--- config.mk ---
export PLATFORM = sky130hd
export DESIGN_NAME = multicycle_controller_flat
export DESIGN_NICKNAME = d
export VERILOG_FILES = /design/src/rtl/multicycle_controller_if.sv /design/src/rtl/multicycle_controller.sv /design/src/flat_wrapper.sv
export SDC_FILE = /design/constraint.sdc
export NUM_CORES = 1
export LEC_CHECK = 0
export BUFFER_PORTS_ARGS = -buffer_cell sky130_fd_sc_hd__buf_2
export CORE_AREA = 2 2 54 56
export CTS_CLUSTER_DIAMETER = 80
export DETAILED_ROUTE_END_ITERATION = 7
export DIE_AREA = 0 0 56 58
export PLACE_DENSITY_LB_ADDON = 0.15
export SKIP_LAST_GASP = 1
export SLEW_MARGIN = 5
export SYNTH_ARGS = -nofsm -noshare
export SYNTH_HDL_FRONTEND = slang
export SYNTH_SLANG_ARGS = --single-unit
--- constraint.sdc ---
create_clock -name clk -period 4.1 [get_ports clk]
set_input_delay 0 -clock clk [delete_from_list [all_inputs] [get_ports clk]]
set_output_delay 0 -clock clk [all_outputs]
set_load 0.005 [all_outputs]
--- src/rtl/multicycle_controller_if.sv ---
// Control bundle between the multicycle ARM controller and its datapath/memory.
// The controller takes the master side; the datapath takes the slave side.
interface multicycle_controller_if;
    logic [31:0] Instr;
    logic [3:0]  ALUFlags;
    logic        PCWrite;
    logic        MemWrite;
    logic        RegWrite;
    logic        IRWrite;
    logic        AdrSrc;
    logic [1:0]  RegSrc;
    logic [1:0]  ALUSrcA;
    logic [1:0]  ALUSrcB;
    logic [1:0]  ResultSrc;
    logic [1:0]  ImmSrc;
    logic [2:0]  ALUControl;
    logic        lmulFlag;
    logic        FpuWrite;

    modport master (
        input  Instr, ALUFlags,
        output PCWrite, MemWrite, RegWrite, IRWrite, AdrSrc, RegSrc,
               ALUSrcA, ALUSrcB, ResultSrc, ImmSrc, ALUControl, lmulFlag, FpuWrite
    );

    modport slave (
        output Instr, ALUFlags,
        input  PCWrite, MemWrite, RegWrite, IRWrite, AdrSrc, RegSrc,
               ALUSrcA, ALUSrcB, ResultSrc, ImmSrc, ALUControl, lmulFlag, FpuWrite
    );
endinterface

--- src/rtl/multicycle_controller.sv ---
// Multicycle ARM control unit: main FSM, instruction decoder and
// condition logic with an NZCV flags register.
module multicycle_controller #(
    parameter bit FPU_EN = 1'b1
) (
    input  logic                    clk,
    input  logic                    reset,
    multicycle_controller_if.master ctl
);
    typedef enum logic [3:0] {
        FETCH, DECODE, MEMADR, MEMRD, MEMWB, MEMWR,
        EXECUTER, EXECUTEI, ALUWB, BRANCH, FPUEXEC, FPUWB
    } state_t;

    state_t      state, state_nxt;
    logic [3:0]  flags;
    logic [1:0]  op;
    logic [3:0]  cmd, cond, rd;
    logic        i_bit, s_bit, l_bit;
    logic        is_mul, is_lmul;
    logic [2:0]  alu_op;
    logic        nop, cmp, nz_only;
    logic        cond_ex, flag_we;

    assign op    = ctl.Instr[27:26];
    assign i_bit = ctl.Instr[25];
    assign cmd   = ctl.Instr[24:21];
    assign s_bit = ctl.Instr[20];
    assign l_bit = ctl.Instr[20];
    assign cond  = ctl.Instr[31:28];
    assign rd    = ctl.Instr[15:12];

    assign is_mul  = (op == 2'b00) && (ctl.Instr[7:4] == 4'b1001) && (ctl.Instr[27:22] == 6'b000000);
    assign is_lmul = (op == 2'b00) && (ctl.Instr[7:4] == 4'b1001) && (ctl.Instr[27:23] == 5'b00001);

    // Data-processing decode; multiplies take precedence over the cmd field.
    always_comb begin
        alu_op  = 3'b000;
        nop     = 1'b0;
        cmp     = 1'b0;
        nz_only = 1'b1;
        if (is_mul) begin
            alu_op = 3'b100;
        end else if (is_lmul) begin
            alu_op = ctl.Instr[22] ? 3'b110 : 3'b101;
        end else begin
            unique case (cmd)
                4'b0100: begin alu_op = 3'b000; nz_only = 1'b0; end
                4'b0010: begin alu_op = 3'b001; nz_only = 1'b0; end
                4'b0000: alu_op = 3'b010;
                4'b1100: alu_op = 3'b011;
                4'b1010: begin alu_op = 3'b001; nz_only = 1'b0; cmp = 1'b1; end
                default: nop = 1'b1;
            endcase
        end
    end

    always_comb begin
        unique case (cond)
            4'b0000: cond_ex = flags[2];
            4'b0001: cond_ex = ~flags[2];
            4'b0010: cond_ex = flags[1];
            4'b0011: cond_ex = ~flags[1];
            4'b0100: cond_ex = flags[3];
            4'b0101: cond_ex = ~flags[3];
            4'b0110: cond_ex = flags[0];
            4'b0111: cond_ex = ~flags[0];
            4'b1000: cond_ex = flags[1] & ~flags[2];
            4'b1001: cond_ex = ~flags[1] | flags[2];
            4'b1010: cond_ex = (flags[3] == flags[0]);
            4'b1011: cond_ex = (flags[3] != flags[0]);
            4'b1100: cond_ex = ~flags[2] & (flags[3] == flags[0]);
            4'b1101: cond_ex = flags[2] | (flags[3] != flags[0]);
            4'b1110: cond_ex = 1'b1;
            default: cond_ex = 1'b0;
        endcase
    end

    assign flag_we = ((state == EXECUTER) || (state == EXECUTEI)) && cond_ex && (s_bit || cmp) && !nop;

    always_ff @(posedge clk) begin
        if (reset) begin
            flags <= 4'b0000;
        end else if (flag_we) begin
            flags[3:2] <= ctl.ALUFlags[3:2];
            if (!nz_only) flags[1:0] <= ctl.ALUFlags[1:0];
        end
    end

    always_ff @(posedge clk) begin
        if (reset) state <= FETCH;
        else       state <= state_nxt;
    end

    always_comb begin
        state_nxt = FETCH;
        unique case (state)
            FETCH:  state_nxt = DECODE;
            DECODE: begin
                unique case (op)
                    2'b01:   state_nxt = MEMADR;
                    2'b10:   state_nxt = BRANCH;
                    2'b11:   state_nxt = FPU_EN ? FPUEXEC : FETCH;
                    default: state_nxt = i_bit ? EXECUTEI : EXECUTER;
                endcase
            end
            MEMADR:   state_nxt = l_bit ? MEMRD : MEMWR;
            MEMRD:    state_nxt = MEMWB;
            EXECUTER: state_nxt = ALUWB;
            EXECUTEI: state_nxt = ALUWB;
            FPUEXEC:  state_nxt = FPUWB;
            default:  state_nxt = FETCH;
        endcase
    end

    always_comb begin
        ctl.PCWrite    = 1'b0;
        ctl.MemWrite   = 1'b0;
        ctl.RegWrite   = 1'b0;
        ctl.IRWrite    = 1'b0;
        ctl.AdrSrc     = 1'b0;
        ctl.ALUSrcA    = 2'b00;
        ctl.ALUSrcB    = 2'b00;
        ctl.ResultSrc  = 2'b00;
        ctl.ALUControl = 3'b000;
        ctl.lmulFlag   = 1'b0;
        ctl.FpuWrite   = 1'b0;
        ctl.RegSrc     = {(op == 2'b01) && !l_bit, op == 2'b10};
        ctl.ImmSrc     = op;
        unique case (state)
            FETCH: begin
                ctl.IRWrite   = 1'b1;
                ctl.PCWrite   = 1'b1;
                ctl.ALUSrcA   = 2'b01;
                ctl.ALUSrcB   = 2'b10;
                ctl.ResultSrc = 2'b10;
            end
            DECODE: begin
                ctl.ALUSrcA   = 2'b01;
                ctl.ALUSrcB   = 2'b10;
                ctl.ResultSrc = 2'b10;
            end
            MEMADR: ctl.ALUSrcB = 2'b01;
            MEMRD:  ctl.AdrSrc = 1'b1;
            MEMWB: begin
                ctl.ResultSrc = 2'b01;
                ctl.RegWrite  = cond_ex;
            end
            MEMWR: begin
                ctl.AdrSrc   = 1'b1;
                ctl.MemWrite = cond_ex;
            end
            EXECUTER: ctl.ALUControl = alu_op;
            EXECUTEI: begin
                ctl.ALUSrcB    = 2'b01;
                ctl.ALUControl = alu_op;
            end
            ALUWB: begin
                ctl.ALUControl = alu_op;
                ctl.RegWrite   = cond_ex && !cmp && !nop;
                ctl.lmulFlag   = is_lmul;
                ctl.PCWrite    = cond_ex && (rd == 4'd15) && !cmp;
            end
            BRANCH: begin
                ctl.ALUSrcB   = 2'b01;
                ctl.ResultSrc = 2'b10;
                ctl.PCWrite   = cond_ex;
            end
            FPUWB:   ctl.FpuWrite = cond_ex;
            default: ;
        endcase
        // Reset must gate every architectural write even mid-instruction.
        if (reset) begin
            ctl.PCWrite  = 1'b0;
            ctl.IRWrite  = 1'b0;
            ctl.MemWrite = 1'b0;
            ctl.RegWrite = 1'b0;
            ctl.FpuWrite = 1'b0;
            ctl.lmulFlag = 1'b0;
        end
    end
endmodule

--- src/flat_wrapper.sv ---
// flat-port wrapper written by rule: the top's interface ports become plain ports
module multicycle_controller_flat 
#(
    parameter bit FPU_EN = 1'b1
)
  (clk, reset, ctl_Instr, ctl_ALUFlags, ctl_PCWrite, ctl_MemWrite, ctl_RegWrite, ctl_IRWrite, ctl_AdrSrc, ctl_RegSrc, ctl_ALUSrcA, ctl_ALUSrcB, ctl_ResultSrc, ctl_ImmSrc, ctl_ALUControl, ctl_lmulFlag, ctl_FpuWrite);
  multicycle_controller_if ctl_i ();
  input  logic clk;
  input  logic reset;
  input wire logic [$bits(ctl_i.Instr)-1:0] ctl_Instr;
  input wire logic [$bits(ctl_i.ALUFlags)-1:0] ctl_ALUFlags;
  output wire logic [$bits(ctl_i.PCWrite)-1:0] ctl_PCWrite;
  output wire logic [$bits(ctl_i.MemWrite)-1:0] ctl_MemWrite;
  output wire logic [$bits(ctl_i.RegWrite)-1:0] ctl_RegWrite;
  output wire logic [$bits(ctl_i.IRWrite)-1:0] ctl_IRWrite;
  output wire logic [$bits(ctl_i.AdrSrc)-1:0] ctl_AdrSrc;
  output wire logic [$bits(ctl_i.RegSrc)-1:0] ctl_RegSrc;
  output wire logic [$bits(ctl_i.ALUSrcA)-1:0] ctl_ALUSrcA;
  output wire logic [$bits(ctl_i.ALUSrcB)-1:0] ctl_ALUSrcB;
  output wire logic [$bits(ctl_i.ResultSrc)-1:0] ctl_ResultSrc;
  output wire logic [$bits(ctl_i.ImmSrc)-1:0] ctl_ImmSrc;
  output wire logic [$bits(ctl_i.ALUControl)-1:0] ctl_ALUControl;
  output wire logic [$bits(ctl_i.lmulFlag)-1:0] ctl_lmulFlag;
  output wire logic [$bits(ctl_i.FpuWrite)-1:0] ctl_FpuWrite;
  assign ctl_i.Instr = ctl_Instr;
  assign ctl_i.ALUFlags = ctl_ALUFlags;
  assign ctl_PCWrite = ctl_i.PCWrite;
  assign ctl_MemWrite = ctl_i.MemWrite;
  assign ctl_RegWrite = ctl_i.RegWrite;
  assign ctl_IRWrite = ctl_i.IRWrite;
  assign ctl_AdrSrc = ctl_i.AdrSrc;
  assign ctl_RegSrc = ctl_i.RegSrc;
  assign ctl_ALUSrcA = ctl_i.ALUSrcA;
  assign ctl_ALUSrcB = ctl_i.ALUSrcB;
  assign ctl_ResultSrc = ctl_i.ResultSrc;
  assign ctl_ImmSrc = ctl_i.ImmSrc;
  assign ctl_ALUControl = ctl_i.ALUControl;
  assign ctl_lmulFlag = ctl_i.lmulFlag;
  assign ctl_FpuWrite = ctl_i.FpuWrite;
  multicycle_controller #(.FPU_EN(FPU_EN)) u_core (.clk(clk), .reset(reset), .ctl(ctl_i));
endmodule
==> results of run 1 <==
[tightest hold or removal path: stages]
cell and delay (ns):
buf_2 0.09, nand2b_1 0.05, mux2i_1 0.06
[per-stage QoR]
step | utilization [%] | instance area (um2) | cells | power, uW | setup slack, ns
after floorplan | - | 1010 | 134 | 152 | 2.63
after global routing | 45.3 | 1210 | 202 | 260 | 1.97
final | 45.3 | 1210 | 202 | 241 | 2.12
after detailed placement | 44.5 | 1180 | 199 | 184 | 2.36
after CTS | 45.3 | 1210 | 202 | 243 | 2.12
after global placement | 44.5 | 1180 | 199 | 182 | 2.42
[flip-flops by register name, summed over array words and instances (netlist names)]
name,cells
u_core.flags,4
u_core.state,4
[cell type report]
type / instances / area [um2] / share of cell area (%)
clock buffer: 3 / 22.5 / 1.87
inverter: 3 / 11.3 / 0.934
timing repair buffer: 44 / 220 / 18.3
tap: 31 / 38.8 / 3.22
multi-input combinational: 113 / 753 / 62.4
sequential: 8 / 160 / 13.3
[routing by layer]
metal	track usage, %	routed length [um]
met1	19.6	1080
met2	28.1	1290
met3	4.02	147
met4	4.08	22
met5	0	0
[worst max path at each step]
stage	slack (ns)	from	endpoint	depth (start not counted)
2_1_floorplan	2.63	u_core.state[3]	u_core.flags[0]	6
3_3_place_gp	2.42	u_core.state[2]	u_core.flags[0]	5
3_5_place_dp	2.36	u_core.state[2]	u_core.flags[1]	5
4_1_cts	2.12	u_core.flags[3]	ctl_FpuWrite	7
5_1_grt	1.97	u_core.flags[3]	ctl_FpuWrite	7
6_report	2.12	u_core.flags[3]	ctl_FpuWrite	7
[cells in the final DEF, fill, tap and decap left out, types with 3 or more instances in the layout]
cell type   n
a21oi_1     7
a31oi_1     4
and2b_2     3
and3_1      3
buf_2      44
clkbuf_4    3
dfxtp_1     8
inv_1       3
mux2i_1     7
nand2_1     6
nand2b_1    6
nand3_1     3
nand3b_1    3
nand4_1     4
nor2_1     16
nor2b_1     3
nor3_1      7
nor3b_1     4
o21ai_0     5
or2b_2      3
[kinds of logic (layout without fill, tap and decap cells)]
family | after synthesis | after routing | share of synthesized area, %
muxes | 7 | 7 | 6.91
buffers and inverters | 13 | 50 | 9.87
and+or+nand+nor | 71 | 71 | 43.7
DFF | 8 | 8 | 15.8
AOI/OAI and AO/OA | 31 | 31 | 20.7
other | 1 | 1 | 0.370
xor gates and xnor gates | 3 | 3 | 2.59
[power by group through the flow]
stage | Sequential [uW] | Clock (uW) | Combinational [uW]
after global routing | 94.2 | 65.7 | 101
final | 92.3 | 59.6 | 89.5
after CTS | 92.2 | 60.6 | 90.3
after global placement | 93.8 | 0 | 88.2
after floorplan | 84.0 | 0 | 68.4
after detailed placement | 93.9 | 0 | 89.6
==> reports/results.ini, run 1 <==
[timing]
post-route-min-period_ns=1.98
finalCritPeriodShare_pct=48.3
tns_ns=0
maxSlewViolCount=0
finalHoldViolations=0
slew_headroom_pct=62.0
worst_clock_skew_ns=0.00111
fmax_mhz=505
setup_viol=0
tightest_slew_ns=0.569
hold_ws_ns=0.0103
rsz0062_at_grt=false

[synthesis]
syn_area_per_cell_um2=7.56
syn_nets=172
yosysTopAreaCell=dfxtp_1
yosys.cell_types.count=47
ys_seq_area_share_pct=15.8
syn_area_um2=1010
ys_top_cells_by_count=nor2_1 (16), dfxtp_1 (8), a21oi_1 (7), mux2i_1 (7), nor3_1 (7)
syn-instance-count=134
ys_seq_elements=8
synth_edf_count=0
post-synth-top-count-cell=nor2_1
yosysWarnings=0
synth_ff_type=dfxtp_1
synthArstFlopShare_pct=0
synth.area.top_cells=dfxtp_1 (16%), mux2i_1 (6.9%), nor2_1 (5.9%)
synth_top_area_share_pct=15.8

[power]
p_seq_share_pct=38.2
irDropWorstVdd_mv=0.207
switching_share_pct=34.3
p_per_area_nw_per_um2=200
combPwrFrac_pct=37.1
p_leak_uw=0.000520
internal_power_uw=159
clock_power_share_pct=24.7
switchingPower_uw=82.9

[clocking]
cts_tree=yes
cts_buffer_depth=2
cts_resized=0
cts_setup_buffers=0
cts_made_buffers=3
htree_levels=1
cts-root-buf=clkbuf_4
cts.clk_slew.worst_paths_ns=0.05
clock-sinks=8
cts_hold_buf=0
clock_latency_ns=0.25

[placement]
port_buffers=44
place.gp.congestion=0.816
dpl.hpwl_um=2010

[setup_path]
crit_top_cell=a21oi_1
critical_path.max_stage_delay_ns=0.38
worstSetupPathType=flip-flop to output port
crit_fanout=6
crit_family=simple AND/OR/NAND/NOR gates
crit_path_end_kind=output port
cp-start-kind=flip-flop
arrival_ns=1.98
cp_num_buf_inv=1
r2r-end=u_core.flags[1]
critPathSlowestCell=dfxtp_1
rrSetupSlack_ns=2.35
r2r_start=u_core.state[2]
cp.required_ns=4.10
path_cells=nor4bb_1 > a31oi_1 > a21oi_1 > nor3_2 > a21oi_1 > nor3b_1 > buf_2
r2r_cells=5

[outcome]
status=finished clean

[min_path]
hp-start=ctl_ALUFlags[1]
min_to=u_core.flags[1]
hold_path.class=input pin to flip-flop
holdPathStages=3

[finish]
fillers=298
diodes=0
drive_gt1_share_pct=36.8
nets=211
area_delta_synth_final_pct=19.0

[global_routing]
grt_pass1_vias=998
antenna_found_initial=0
grt_pass1_wl_um=4240
overflow=0
grt_usage_pct=16.0
grt_start_max_net_pins=20

[floorplan]
dieArea_um2=3250
die_x_um=56
rows=19
die_y_um=58
ios=58
core-area_um2=2660
start_util_pct=38.1

[routing]
vias=1100
drtIter0Drc=28
viasPerCell=5.45
routedWlPerCell_um=12.6
dr.pass1.iters=4
drtAntennaViolNets=0
wirelength_um=2540
drc=0

[flow_run]
drv_cap=0

No activity file was read; power rests on OpenSTA's default activity.
==> run 2: changes to the inputs <==
==> constraint.sdc (replaced) <==
create_clock -name clk -period 1.7 [get_ports clk]
set_input_delay 0 -clock clk [delete_from_list [all_inputs] [get_ports clk]]
set_output_delay 0 -clock clk [all_outputs]
set_load 0.005 [all_outputs]
==> reports/results.ini, run 2 (synthesis gave the netlist of run 1 again) <==
[setup_path]
crit_fanout=4
path_cells=xor2_1 > o21ai_0 > a31oi_1 > nor3_2 > a21oi_2 > nor3b_2 > buf_2
arrival_ns=1.74
worstSetupPathType=flip-flop to output port
cp-start-kind=flip-flop
critPathSlowestCell=dfxtp_1
crit_path_end_kind=output port
rrSetupSlack_ns=0.07
crit_family=compound AO/OA/AOI/OAI gates
cp.required_ns=1.70
critical_path.max_stage_delay_ns=0.38
cp_num_buf_inv=1

[finish]
final_cells=209
final_common_cell=buf_2
multi_input_area_um2=800
largestRegisters=u_core.flags x4, u_core.state x4
diodes=0
layout_common_cells=buf_2 (44), nor2_1 (16)
nets=218
area_delta_synth_final_pct=29.1
fin_area_um2=1310
fillers=280
ff_latch_area_um2=164
drive_gt1_share_pct=42.7

[routing]
wirelength_um=2660
drtAntennaViolNets=0
route.met2.wl_um=1380
vias=1139
dr.pass1.iters=4
viasPerCell=5.45
drc=0
routedWlPerCell_um=12.7
dr_wl_met3_um=178
top_layer_used=met4
route.layer.met1.wl_um=1080
drtIter0Drc=39

[floorplan]
rows=19
start_util_pct=38.1
dieArea_um2=3250
core-area_um2=2660
die_y_um=58
ios=58
die_x_um=56

[placement]
dpl.cell_count=205
place_area_um2=1230
pre_cts_ws_ns=-0.0308
place.gp.congestion=0.837
port_buffers=44
dpl.hpwl_um=2080

[global_routing]
grt_pass1_wl_um=4200
grt_usage_pct=16.2
overflow=0
grt_pass1_vias=1006
grt_start_max_net_pins=19
antenna_found_initial=0

[outcome]
status=finished, violations left
violations=setup timing

[timing]
finalHoldViolations=0
finalCritPeriodShare_pct=102
worst_clock_skew_ns=0.00390
setup_viol=4
rsz0062_at_grt=true
setup_slack_ns=-0.0367
tightest_slew_ns=0.517
slew_headroom_pct=65.3
maxSlewViolCount=0
hold_ws_ns=0.0126
post-route-min-period_ns=1.74
fmax_mhz=576

[flow_run]
drv_cap=0

[clocking]
clock_latency_ns=0.26
clock-sinks=8
htree_levels=1
cts-root-buf=clkbuf_4
cts_buffer_depth=2
cts_made_buffers=3
cts_tree=yes
cts.clk_slew.worst_paths_ns=0.06

[min_path]
hold_path.class=input pin to flip-flop

[power]
irDropWorstVdd_mv=0.468
p_leak_uw=0.000561
p_per_area_nw_per_um2=465
p_total_uw=609

## run 2: worst register-to-register path, delay by kind of cell, from the launching register on
kind / cells / cell delay (ns)
buf+inv: 1 / 0.16
mux: 1 / 0.21
flops: 1 / 0.38
simple gates: 1 / 0.09
compound gates: 3 / 0.55
xor+xnor: 1 / 0.19
## run 2: repair_timing
item | 4_1_cts | 5_1_grt
endpoints found under the setup margin | 6 | 8
setup buffers | 1 | 0
gates cloned | 0 | 0
pin swaps | 5 | 4
gates resized for setup | 5 | 5
hold buffers | 0 | 0
## run 2: final timing paths
path                      to  cells after the start       startpoint
min reg2reg  u_core.flags[0]                      2  u_core.flags[0]
min          u_core.flags[1]                      3  ctl_ALUFlags[1]
max reg2reg  u_core.flags[2]                      7  u_core.flags[0]
max             ctl_FpuWrite                      7  u_core.flags[0]
## run 2: final cells by class
| type | count | area share, % |
|---|---|---|
| inverter | 3 | 0.860 |
| sequential | 8 | 12.5 |
| clock buffer | 3 | 1.72 |
| multi-input combinational | 113 | 61.1 |
| tap | 31 | 2.96 |
| timing repair buffer | 51 | 20.8 |
## run 2: routing by layer
| layer | up-vias | global-route usage (%) |
|---|---|---|
| met1 | 530 | 18.4 |
| li1 | 570 | - |
| met3 | 2 | 5.36 |
| met4 | 0 | 3.06 |
| met5 | - | 0 |
| met2 | 37 | 29.9 |
## run 2: through the flow
| step | setup TNS (ns) | util, % |
|---|---|---|
| global placement | 0 | 46.1 |
| floorplan | 0 | - |
| detailed placement | -0.0618 | 46.1 |
| CTS | -0.134 | 47.9 |
| finish | -0.0557 | 49.2 |
| global route | -0.590 | 49.2 |
## run 2: where the power goes
| group | total, uW | switching [uW] | internal, uW |
|---|---|---|---|
| Sequential | 205 | 10.9 | 194 |
| Clock | 147 | 66.4 | 80.9 |
| Combinational | 256 | 136 | 120 |
| Total | 609 | 213 | 396 |
==> run 3: changes to the inputs <==
--- a/config.mk
+++ b/config.mk
@@ -6,10 +6,11 @@
 export NUM_CORES = 1
 export LEC_CHECK = 0
 export BUFFER_PORTS_ARGS = -buffer_cell sky130_fd_sc_hd__buf_2
-export CORE_AREA = 2 2 54 56
+export CORE_AREA = 2 2 64 48
+export CTS_BUF_LIST = sky130_fd_sc_hd__clkbuf_8 sky130_fd_sc_hd__clkbuf_16
 export CTS_CLUSTER_DIAMETER = 80
 export DETAILED_ROUTE_END_ITERATION = 7
-export DIE_AREA = 0 0 56 58
+export DIE_AREA = 0 0 66 50
 export PLACE_DENSITY_LB_ADDON = 0.15
 export SKIP_LAST_GASP = 1
 export SLEW_MARGIN = 5
==> reports/results.ini, run 3 (synthesis gave the netlist of run 1 again) <==
[global_routing]
top_usage_layer=met2
met3_usage_pct=3.65
gr-usage-met2_pct=27.9
grt_pass1_vias=1036
met1_usage_pct=24.2
grt_start_max_net_pins=19
overflow=0
antenna_found_initial=0
grt_usage_pct=17.7
grt_pass1_wl_um=4610

[floorplan]
die_x_um=66
core-area_um2=2680
ios=58
die_y_um=50
rows=16
dieArea_um2=3300
start_util_pct=37.8

[placement]
port_buffers=44
place.gp.congestion=0.843
dpl.cell_count=208
dpl.hpwl_um=2150

[finish]
largestRegisters=u_core.flags x4, u_core.state x4
drive_gt1_share_pct=44.1
diodes=0
multi_input_area_um2=785
nets=219
area_delta_synth_final_pct=31.2
final_common_cell=buf_2
layout_common_cells=buf_2 (44), nor2_1 (16), buf_4 (8)
fillers=281
final_util_pct=49.6
final_cells=215
ff_latch_area_um2=168

[min_path]
holdPathStages=3
hp-start=ctl_ALUFlags[0]
min_to=u_core.flags[0]
hold_path.class=input pin to flip-flop

[setup_path]
r2r_start=u_core.flags[0]
r2r_cells=7
arrival_ns=1.69
rrSetupSlack_ns=0.04
crit_path_end_kind=output port
worstSetupPathType=flip-flop to output port
cp.required_ns=1.70
crit_fanout=4
r2r-end=u_core.flags[3]
cp-start-kind=flip-flop

[timing]
finalHoldViolations=0
worst_clock_skew_ns=0.000716
rsz0062_at_grt=true
maxSlewViolCount=0
setup_viol=0
post-route-min-period_ns=1.69
finalCritPeriodShare_pct=99.5
hold_ws_ns=0.0281
fmax_mhz=591

[routing]
wirelength_um=2780
dr.pass1.iters=5
drc=0
drtIter0Drc=62
routedWlPerCell_um=12.9
viasPerCell=5.24
vias=1126
drtAntennaViolNets=0

[flow_run]
drv_cap=0

[clocking]
cts-root-buf=clkbuf_8
cts_made_buffers=3
clock_latency_ns=0.22
cts_tree=yes
cts_buffer_depth=2
htree_levels=1
cts_hold_buf=0
clock-sinks=8
cts.clk_slew.worst_paths_ns=0.04

[power]
irDropWorstVdd_mv=0.281
p_per_area_nw_per_um2=516
switching_share_pct=31.8
combPwrFrac_pct=37.4
p_leak_uw=0.000571
switchingPower_uw=218
p_seq_share_pct=29.9
p_total_uw=686
internal_power_uw=468
clock_power_share_pct=32.8

[outcome]
status=finished clean

[run 3: timing repair]
action / in CTS / in global routing
gates cloned: 0 / 0
pin swaps: 5 / 2
endpoints found under the setup margin: 4 / 4
gates resized for setup: 6 / 5
setup buffers: 1 / 3
[run 3: layout make-up]
cell class / instances / share of cell area [%]
clock buffers: 3 / 3.10
inverters: 3 / 0.847
multi-input cells: 113 / 59.0
flip-flops and latches: 8 / 12.6
well taps: 36 / 3.39
repair buffers: 52 / 21.1
[run 3: worst max-delay path, stage by stage (launching register included)]
cell and delay (ns):
dfxtp_4 0.36, xor2_2 0.15, o21ai_1 0.16, a31oi_1 0.07, nor3_2 0.29, a21oi_2 0.13
and3_1 0.19, buf_2 0.12
[run 3: metal layers]
| layer | vias to the layer above | wire, um |
|---|---|---|
| li1 | 574 | - |
| met1 | 521 | 1350 |
| met2 | 29 | 1250 |
| met3 | 2 | 161 |
| met4 | 0 | 18 |
| met5 | - | 0 |
[run 3: how the worst max path moves through the flow]
stage / depth (start not counted) / startpoint / slack, ns / endpoint
detailed placement: 7 / u_core.flags[3] / 0.05 / ctl_MemWrite
global placement: 7 / u_core.flags[3] / 0.1 / ctl_FpuWrite
global route: 7 / u_core.flags[3] / -0.09 / ctl_FpuWrite
floorplan: 6 / u_core.state[3] / 0.23 / u_core.flags[0]
finish: 7 / u_core.flags[0] / 0.008 / ctl_MemWrite
CTS: 7 / u_core.flags[3] / -0.02 / ctl_FpuWrite
[run 3: metrics by stage]
stage	setup WS, ns	setup TNS [ns]	instance area, um2
finish	0.00774	0	1330
CTS	-0.0201	-0.0201	1290
floorplan	0.227	0	1010
detailed placement	0.0538	0	1220
global route	-0.0941	-0.382	1330
global placement	0.0998	0	1220
[run 3: power by group through the flow]
stage	Clock, uW	Sequential (uW)	Combinational (uW)
detailed placement	0	211	241
global placement	0	210	237
global route	247	206	285
finish	225	205	256
floorplan	0	203	165
CTS	231	206	245
